`config.mk`:
```
export PLATFORM = sky130hd
export DESIGN_NAME = mips_multicycle_ctrl
export DESIGN_NICKNAME = d
export VERILOG_FILES = /design/src/rtl/mips_pkg.sv /design/src/rtl/mips_alu_decode.sv /design/src/rtl/mips_multicycle_ctrl.sv
export SDC_FILE = /design/constraint.sdc
export NUM_CORES = 1
export LEC_CHECK = 0
export CORE_MARGIN = 2
export CORE_UTILIZATION = 30
export CTS_CLUSTER_SIZE = 25
export DETAILED_ROUTE_END_ITERATION = 10
export HOLD_SLACK_MARGIN = 0.06
export MAX_ROUTING_LAYER = met4
export SETUP_SLACK_MARGIN = 0.3
export SLEW_MARGIN = 20
export SYNTH_ARGS = -nofsm -noshare
export SYNTH_HDL_FRONTEND = slang
export SYNTH_SLANG_ARGS = --single-unit
```
`constraint.sdc`:
```
create_clock -name clock -period 4.9 [get_ports clock]
set_clock_uncertainty 0.15 [all_clocks]
set_input_delay 1.47 -clock clock [delete_from_list [all_inputs] [get_ports clock]]
set_output_delay 1.47 -clock clock [all_outputs]
set_load 0.03 [all_outputs]
```
`src/rtl/mips_pkg.sv`:
```
// rtl/mips_pkg.sv - shared encodings for the multi-cycle MIPS control unit
package mips_pkg;

    localparam logic [5:0] OP_RTYPE = 6'b000000;
    localparam logic [5:0] OP_LW    = 6'b100011;
    localparam logic [5:0] OP_SW    = 6'b101011;
    localparam logic [5:0] OP_BEQ   = 6'b000100;
    localparam logic [5:0] OP_BNE   = 6'b000101;
    localparam logic [5:0] OP_ADDI  = 6'b001000;
    localparam logic [5:0] OP_J     = 6'b000010;

    localparam logic [5:0] FN_ADD = 6'b100000;
    localparam logic [5:0] FN_SUB = 6'b100010;
    localparam logic [5:0] FN_AND = 6'b100100;
    localparam logic [5:0] FN_OR  = 6'b100101;
    localparam logic [5:0] FN_SLT = 6'b101010;

    localparam logic [2:0] ALU_AND = 3'b000;
    localparam logic [2:0] ALU_OR  = 3'b001;
    localparam logic [2:0] ALU_ADD = 3'b010;
    localparam logic [2:0] ALU_SUB = 3'b110;
    localparam logic [2:0] ALU_SLT = 3'b111;

    localparam logic [1:0] PC_SRC_ALU    = 2'b00;
    localparam logic [1:0] PC_SRC_ALUOUT = 2'b01;
    localparam logic [1:0] PC_SRC_JUMP   = 2'b10;

    localparam logic [1:0] SRCB_RT      = 2'b00;
    localparam logic [1:0] SRCB_FOUR    = 2'b01;
    localparam logic [1:0] SRCB_IMM     = 2'b10;
    localparam logic [1:0] SRCB_IMM_SH2 = 2'b11;

    typedef enum logic [3:0] {
        ST_FETCH     = 4'd0,
        ST_DECODE    = 4'd1,
        ST_MEM_ADDR  = 4'd2,
        ST_MEM_READ  = 4'd3,
        ST_MEM_WB    = 4'd4,
        ST_MEM_WRITE = 4'd5,
        ST_R_EXEC    = 4'd6,
        ST_R_WB      = 4'd7,
        ST_BRANCH    = 4'd8,
        ST_ADDI_EXEC = 4'd9,
        ST_ADDI_WB   = 4'd10,
        ST_JUMP      = 4'd11,
        ST_HALT      = 4'd12
    } state_t;

endpackage

```
`src/rtl/mips_alu_decode.sv`:
```
// rtl/mips_alu_decode.sv - R-type funct field to ALU operation with a valid flag
module mips_alu_decode
    import mips_pkg::*;
(
    input  logic [5:0] i_funct,
    output logic [2:0] o_alu_op,
    output logic       o_valid
);

    always_comb begin
        o_alu_op = ALU_AND;
        o_valid  = 1'b1;
        case (i_funct)
            FN_ADD:  o_alu_op = ALU_ADD;
            FN_SUB:  o_alu_op = ALU_SUB;
            FN_AND:  o_alu_op = ALU_AND;
            FN_OR:   o_alu_op = ALU_OR;
            FN_SLT:  o_alu_op = ALU_SLT;
            default: o_valid  = 1'b0;
        endcase
    end

endmodule

```
`src/rtl/mips_multicycle_ctrl.sv`:
```
// rtl/mips_multicycle_ctrl.sv - multi-cycle MIPS control FSM with memory wait states,
// illegal-instruction halt and a retired-instruction counter
module mips_multicycle_ctrl
    import mips_pkg::*;
#(
    parameter int CNT_W   = 32,
    parameter int EN_ADDI = 1,
    parameter int EN_BNE  = 1,
    parameter int EN_J    = 1
) (
    input  logic             clock,
    input  logic             reset_n,
    input  logic [5:0]       opcode,
    input  logic [5:0]       funct,
    input  logic             zero,
    input  logic             mem_ready,
    output logic             mem_req,
    output logic             mem_write,
    output logic             i_or_d,
    output logic             ir_write,
    output logic             pc_en,
    output logic [1:0]       pc_src,
    output logic             alu_src_a,
    output logic [1:0]       alu_src_b,
    output logic [2:0]       alu_op,
    output logic             reg_dst,
    output logic             mem_to_reg,
    output logic             reg_write,
    output logic             illegal,
    output logic [3:0]       state,
    output logic [CNT_W-1:0] instr_count
);

    state_t           r_state;
    state_t           w_next;
    logic             r_illegal;
    logic [CNT_W-1:0] r_count;

    logic [2:0] w_fn_op;
    logic       w_fn_valid;
    logic       w_mem_req;
    logic       w_mem_write;
    logic       w_ir_write;
    logic       w_pc_en;
    logic       w_reg_write;
    logic       w_is_bne;

    mips_alu_decode u_alu_decode (
        .i_funct  (funct),
        .o_alu_op (w_fn_op),
        .o_valid  (w_fn_valid)
    );

    // The IR still holds the instruction in BRANCH, so the opcode picks BEQ vs BNE.
    assign w_is_bne = (EN_BNE != 0) && (opcode == OP_BNE);

    always_ff @(posedge clock or negedge reset_n) begin
        if (!reset_n) begin
            r_state   <= ST_FETCH;
            r_illegal <= 1'b0;
            r_count   <= '0;
        end else begin
            r_state <= w_next;
            if (w_next == ST_HALT) begin
                r_illegal <= 1'b1;
            end
            if ((w_next == ST_FETCH) && (r_state != ST_FETCH)) begin
                r_count <= r_count + CNT_W'(1);
            end
        end
    end

    always_comb begin
        w_next      = r_state;
        w_mem_req   = 1'b0;
        w_mem_write = 1'b0;
        w_ir_write  = 1'b0;
        w_pc_en     = 1'b0;
        w_reg_write = 1'b0;
        i_or_d      = 1'b0;
        pc_src      = PC_SRC_ALU;
        alu_src_a   = 1'b0;
        alu_src_b   = SRCB_RT;
        alu_op      = ALU_AND;
        reg_dst     = 1'b0;
        mem_to_reg  = 1'b0;
        case (r_state)
            ST_FETCH: begin
                w_mem_req = 1'b1;
                alu_src_b = SRCB_FOUR;
                alu_op    = ALU_ADD;
                if (mem_ready) begin
                    w_ir_write = 1'b1;
                    w_pc_en    = 1'b1;
                    w_next     = ST_DECODE;
                end
            end
            ST_DECODE: begin
                alu_src_b = SRCB_IMM_SH2;
                alu_op    = ALU_ADD;
                case (opcode)
                    OP_RTYPE:     w_next = ST_R_EXEC;
                    OP_LW, OP_SW: w_next = ST_MEM_ADDR;
                    OP_BEQ:       w_next = ST_BRANCH;
                    OP_BNE:       w_next = (EN_BNE != 0) ? ST_BRANCH : ST_HALT;
                    OP_ADDI:      w_next = (EN_ADDI != 0) ? ST_ADDI_EXEC : ST_HALT;
                    OP_J:         w_next = (EN_J != 0) ? ST_JUMP : ST_HALT;
                    default:      w_next = ST_HALT;
                endcase
            end
            ST_MEM_ADDR: begin
                alu_src_a = 1'b1;
                alu_src_b = SRCB_IMM;
                alu_op    = ALU_ADD;
                w_next    = (opcode == OP_SW) ? ST_MEM_WRITE : ST_MEM_READ;
            end
            ST_MEM_READ: begin
                w_mem_req = 1'b1;
                i_or_d    = 1'b1;
                if (mem_ready) begin
                    w_next = ST_MEM_WB;
                end
            end
            ST_MEM_WB: begin
                w_reg_write = 1'b1;
                mem_to_reg  = 1'b1;
                w_next      = ST_FETCH;
            end
            ST_MEM_WRITE: begin
                w_mem_req   = 1'b1;
                w_mem_write = 1'b1;
                i_or_d      = 1'b1;
                if (mem_ready) begin
                    w_next = ST_FETCH;
                end
            end
            ST_R_EXEC: begin
                alu_src_a = 1'b1;
                alu_op    = w_fn_op;
                w_next    = w_fn_valid ? ST_R_WB : ST_HALT;
            end
            ST_R_WB: begin
                alu_op      = w_fn_op;
                w_reg_write = 1'b1;
                reg_dst     = 1'b1;
                w_next      = ST_FETCH;
            end
            ST_BRANCH: begin
                alu_src_a = 1'b1;
                alu_op    = ALU_SUB;
                pc_src    = PC_SRC_ALUOUT;
                w_pc_en   = w_is_bne ? ~zero : zero;
                w_next    = ST_FETCH;
            end
            ST_ADDI_EXEC: begin
                alu_src_a = 1'b1;
                alu_src_b = SRCB_IMM;
                alu_op    = ALU_ADD;
                w_next    = ST_ADDI_WB;
            end
            ST_ADDI_WB: begin
                w_reg_write = 1'b1;
                w_next      = ST_FETCH;
            end
            ST_JUMP: begin
                pc_src  = PC_SRC_JUMP;
                w_pc_en = 1'b1;
                w_next  = ST_FETCH;
            end
            ST_HALT: begin
                w_next = ST_HALT;
            end
            default: begin
                w_next = ST_FETCH;
            end
        endcase
    end

    // Strobes are forced low for the whole reset pulse, not just from the next edge.
    assign mem_req     = w_mem_req   & reset_n;
    assign mem_write   = w_mem_write & reset_n;
    assign ir_write    = w_ir_write  & reset_n;
    assign pc_en       = w_pc_en     & reset_n;
    assign reg_write   = w_reg_write & reset_n;
    assign illegal     = r_illegal;
    assign state       = r_state;
    assign instr_count = r_count;

endmodule

```
==> qor.csv <==
metric,value,unit
antenna_left,0,
drt-pass1-iter-count,4,
reg2reg_depth,8,
cp_slowest_stage_delay,0.39,ns
synthTopCellsByArea,"dfrtp_1 36%, xor2_1 9.9%, nor4_4 5.0%",
power_frac_seq,29.6,%
power_frac_clock,13.5,%
synth_top_area_share,36.03,%
hold_end,illegal$_DFFE_PN0N_,
totalWireLength,6355,um
worstSetupStartpointType,input pin,
yosysWarnings,0,
cts_buffer_depth,2,
postLayoutCoreUtil,41.59,%
grt_pass1_vias,2223,
p_int,0.0007304,W
crit_arrival,3.03,ns
post-route-period-util,94.80,%
synth_ff_type,dfrtp_1,
p_total,0.001423,W
min_from,illegal$_DFFE_PN0N_,
combinationalPowerShare,56.9,%
synth_area,2570,um2
min_path_type,register to register,
die_height,96.56,um
pin_count,69,
worstPathCellList,"buf_6, or3_4, nor3_4, xnor2_2, a2111oi_2, a31oi_1, nor3_4, buf_6",
rr_endpoint,instr_count[18]$_DFFE_PN0P_,
tightestPinTransition,0.7200,ns
rows,33,
nets,355,
antenna_found_initial,0,
dp_hpwl,4641,um
cp-end-kind,output pin,
clk_pin_slew,0.06,ns
p_leak,1.478,nW
grt_start_max_net_pins,38,
r2r_slack,1.74,ns
core-area,8258,um2
sw_frac_of_total,48.66,%
initial_core_util,31.12,%
dieArea,9323,um2
vias,2251,
vias_per_cell,5.081,
hold_viol,0,
synth_nets,284,
avgSynthCellArea,9.625,um2
first_iter_violations,112,
htree_levels,2,
cp_max_fo,2,
root_buffer,clkbuf_8,
required,3.28,ns
slew_violations,0,
fin_crit,4.645,ns
synth-edff-count,0,
max_freq,0.2153,GHz
regToRegStartpoint,state[2]$_DFF_PN0_,
ys_async_sr_fraction,100.0,%
yosysSeqAreaShare,36.03,%
hold_depth,1,
hold_buffers,0,
status,completed,
gp_congestion,0.8004,
crit_path_top_delay_cell,or3_4,
synth_seq_cells,37,
grt_overflow_total,0,
ys_types,56,
setup_violations,0,
portBuffers,68,
p_sw,0.0006922,W
final_layout_size_suffix_gt1_share,16.91,%
synthCells,267,
cts_made_buffers,5,
drcViolationCount,0,
max_slew_margin,52.00,%
irDropWorstVdd,0.0002895,V
area_growth,33.64,%
cts.sinks,37,
rsz0062_at_grt,yes,
power.density,414.2,nW/um2
tritoncts,done,
grt_pass1_wl,10690,um
wl_per_cell,14.35,um
synth_largest_area_cell,dfrtp_1,
maxCapViolCount,0,
track_usage,14.87,%
die_w,96.56,um
clock_latency,0.28,ns
crit_type,input pin to output pin,
==> power groups by stage <==
stage	Clock, W	Sequential [W]	Combinational [W]
CTS	0.000201	0.000421	0.000817
finish	0.000192	0.000421	0.000809
global placement	0	0.000427	0.000810
detailed placement	0	0.000425	0.000817
floorplan	0	0.000448	0.000617
global route	0.000217	0.000433	0.000875
==> layer usage <==
| layer | global-route usage (%) | up-vias | share of wire [%] |
|---|---|---|---|
| li1 | - | 1115 | - |
| met1 | 20.25 | 1087 | 47 |
| met2 | 22.86 | 44 | 48 |
| met3 | 2.948 | 5 | 4.2 |
| met4 | 3.638 | 0 | 0.60 |
| met5 | - | - | 0 |
==> through the flow <==
stage	setup slack, ns	hold WS (ns)	instance area [um2]	cells	setup TNS [ns]
final	0.2546	0.3099	3435	443	0
after global routing	0.1317	0.3417	3432	442	0
after CTS	0.1110	0.3126	3412	441	0
after detailed placement	-0.1951	0.2979	3331	435	-0.1951
after global placement	-0.1736	0.2960	3331	435	-0.1736
after floorplan	0.2786	0.4862	2582	267	0
==> placed cells by master, fill, tap and decap left out, types with 8 or more instances in the layout <==
| cell | n |
|---|---|
| and3_1 | 8 |
| nand4_1 | 9 |
| nand3_1 | 15 |
| xor2_1 | 29 |
| clkdlybuf4s50_1 | 55 |
| nand2_1 | 18 |
| dfrtp_1 | 37 |
| buf_4 | 14 |
| nor3_1 | 21 |
| nor2_1 | 19 |
==> cells in the mapped netlist (all sizes together) (6+ instances only) <==
master  number
inv          6
nor4        14
dfrtp       37
buf         11
and3         8
nand2b       7
nor2        19
nand3       15
nor3        27
xor2        29
a21oi        7
nand4        9
nand2       20
==> cell families (layout without fill, tap and decap cells) <==
group | Yosys count | count (layout) | synth area share (%)
adder cells (fa/ha/maj) | 1 | 1 | 0.4868
XOR/XNOR | 34 | 34 | 11.59
AO/OA/AOI/OAI | 27 | 27 | 7.351
multiplexers | 3 | 3 | 1.363
buffers and inverters | 22 | 92 | 6.086
other | 0 | 1 | 0
flip-flops | 37 | 37 | 36.03
AND/OR/NAND/NOR | 143 | 143 | 37.10
==> registers in the layout, summed over array words and instances, names as in the netlist <==
signal	flops
illegal	1
instr_count	32
state	4
==> how the worst max path moves through the flow <==
stage	startpoint	to	slack, ns	cells after the start
after floorplan	opcode[3]	pc_en	0.28	7
after global placement	opcode[1]	pc_en	-0.17	8
after detailed placement	opcode[1]	pc_en	-0.20	8
after CTS	opcode[5]	pc_en	0.11	8
after global routing	opcode[1]	pc_en	0.13	8
final	opcode[1]	pc_en	0.25	8
==> what timing repair did <==
action                     4_1_cts  5_1_grt
gates resized for setup         10       20
pin swaps                        5        5
setup endpoints to repair        4        4
setup buffers                    0        1
==> worst max-delay path, delay by kind of cell <==
kind,cells,cell delay [ns]
compound gates,2,0.45
buf+inv,2,0.24
xor+xnor,1,0.09
simple gates,3,0.75
==> area by class of cell <==
cell class              count  area (um2)
fillers                   831        4823
clock inverters             1       5.005
multi-input cells         208        1533
diodes                      1       2.502
flip-flops and latches     37       925.9
repair buffers             80       745.7
inverters                   6       22.52
clock buffers               5       68.82
well taps                 105       131.4
Note: power is estimated with default switching activity, not from simulation.
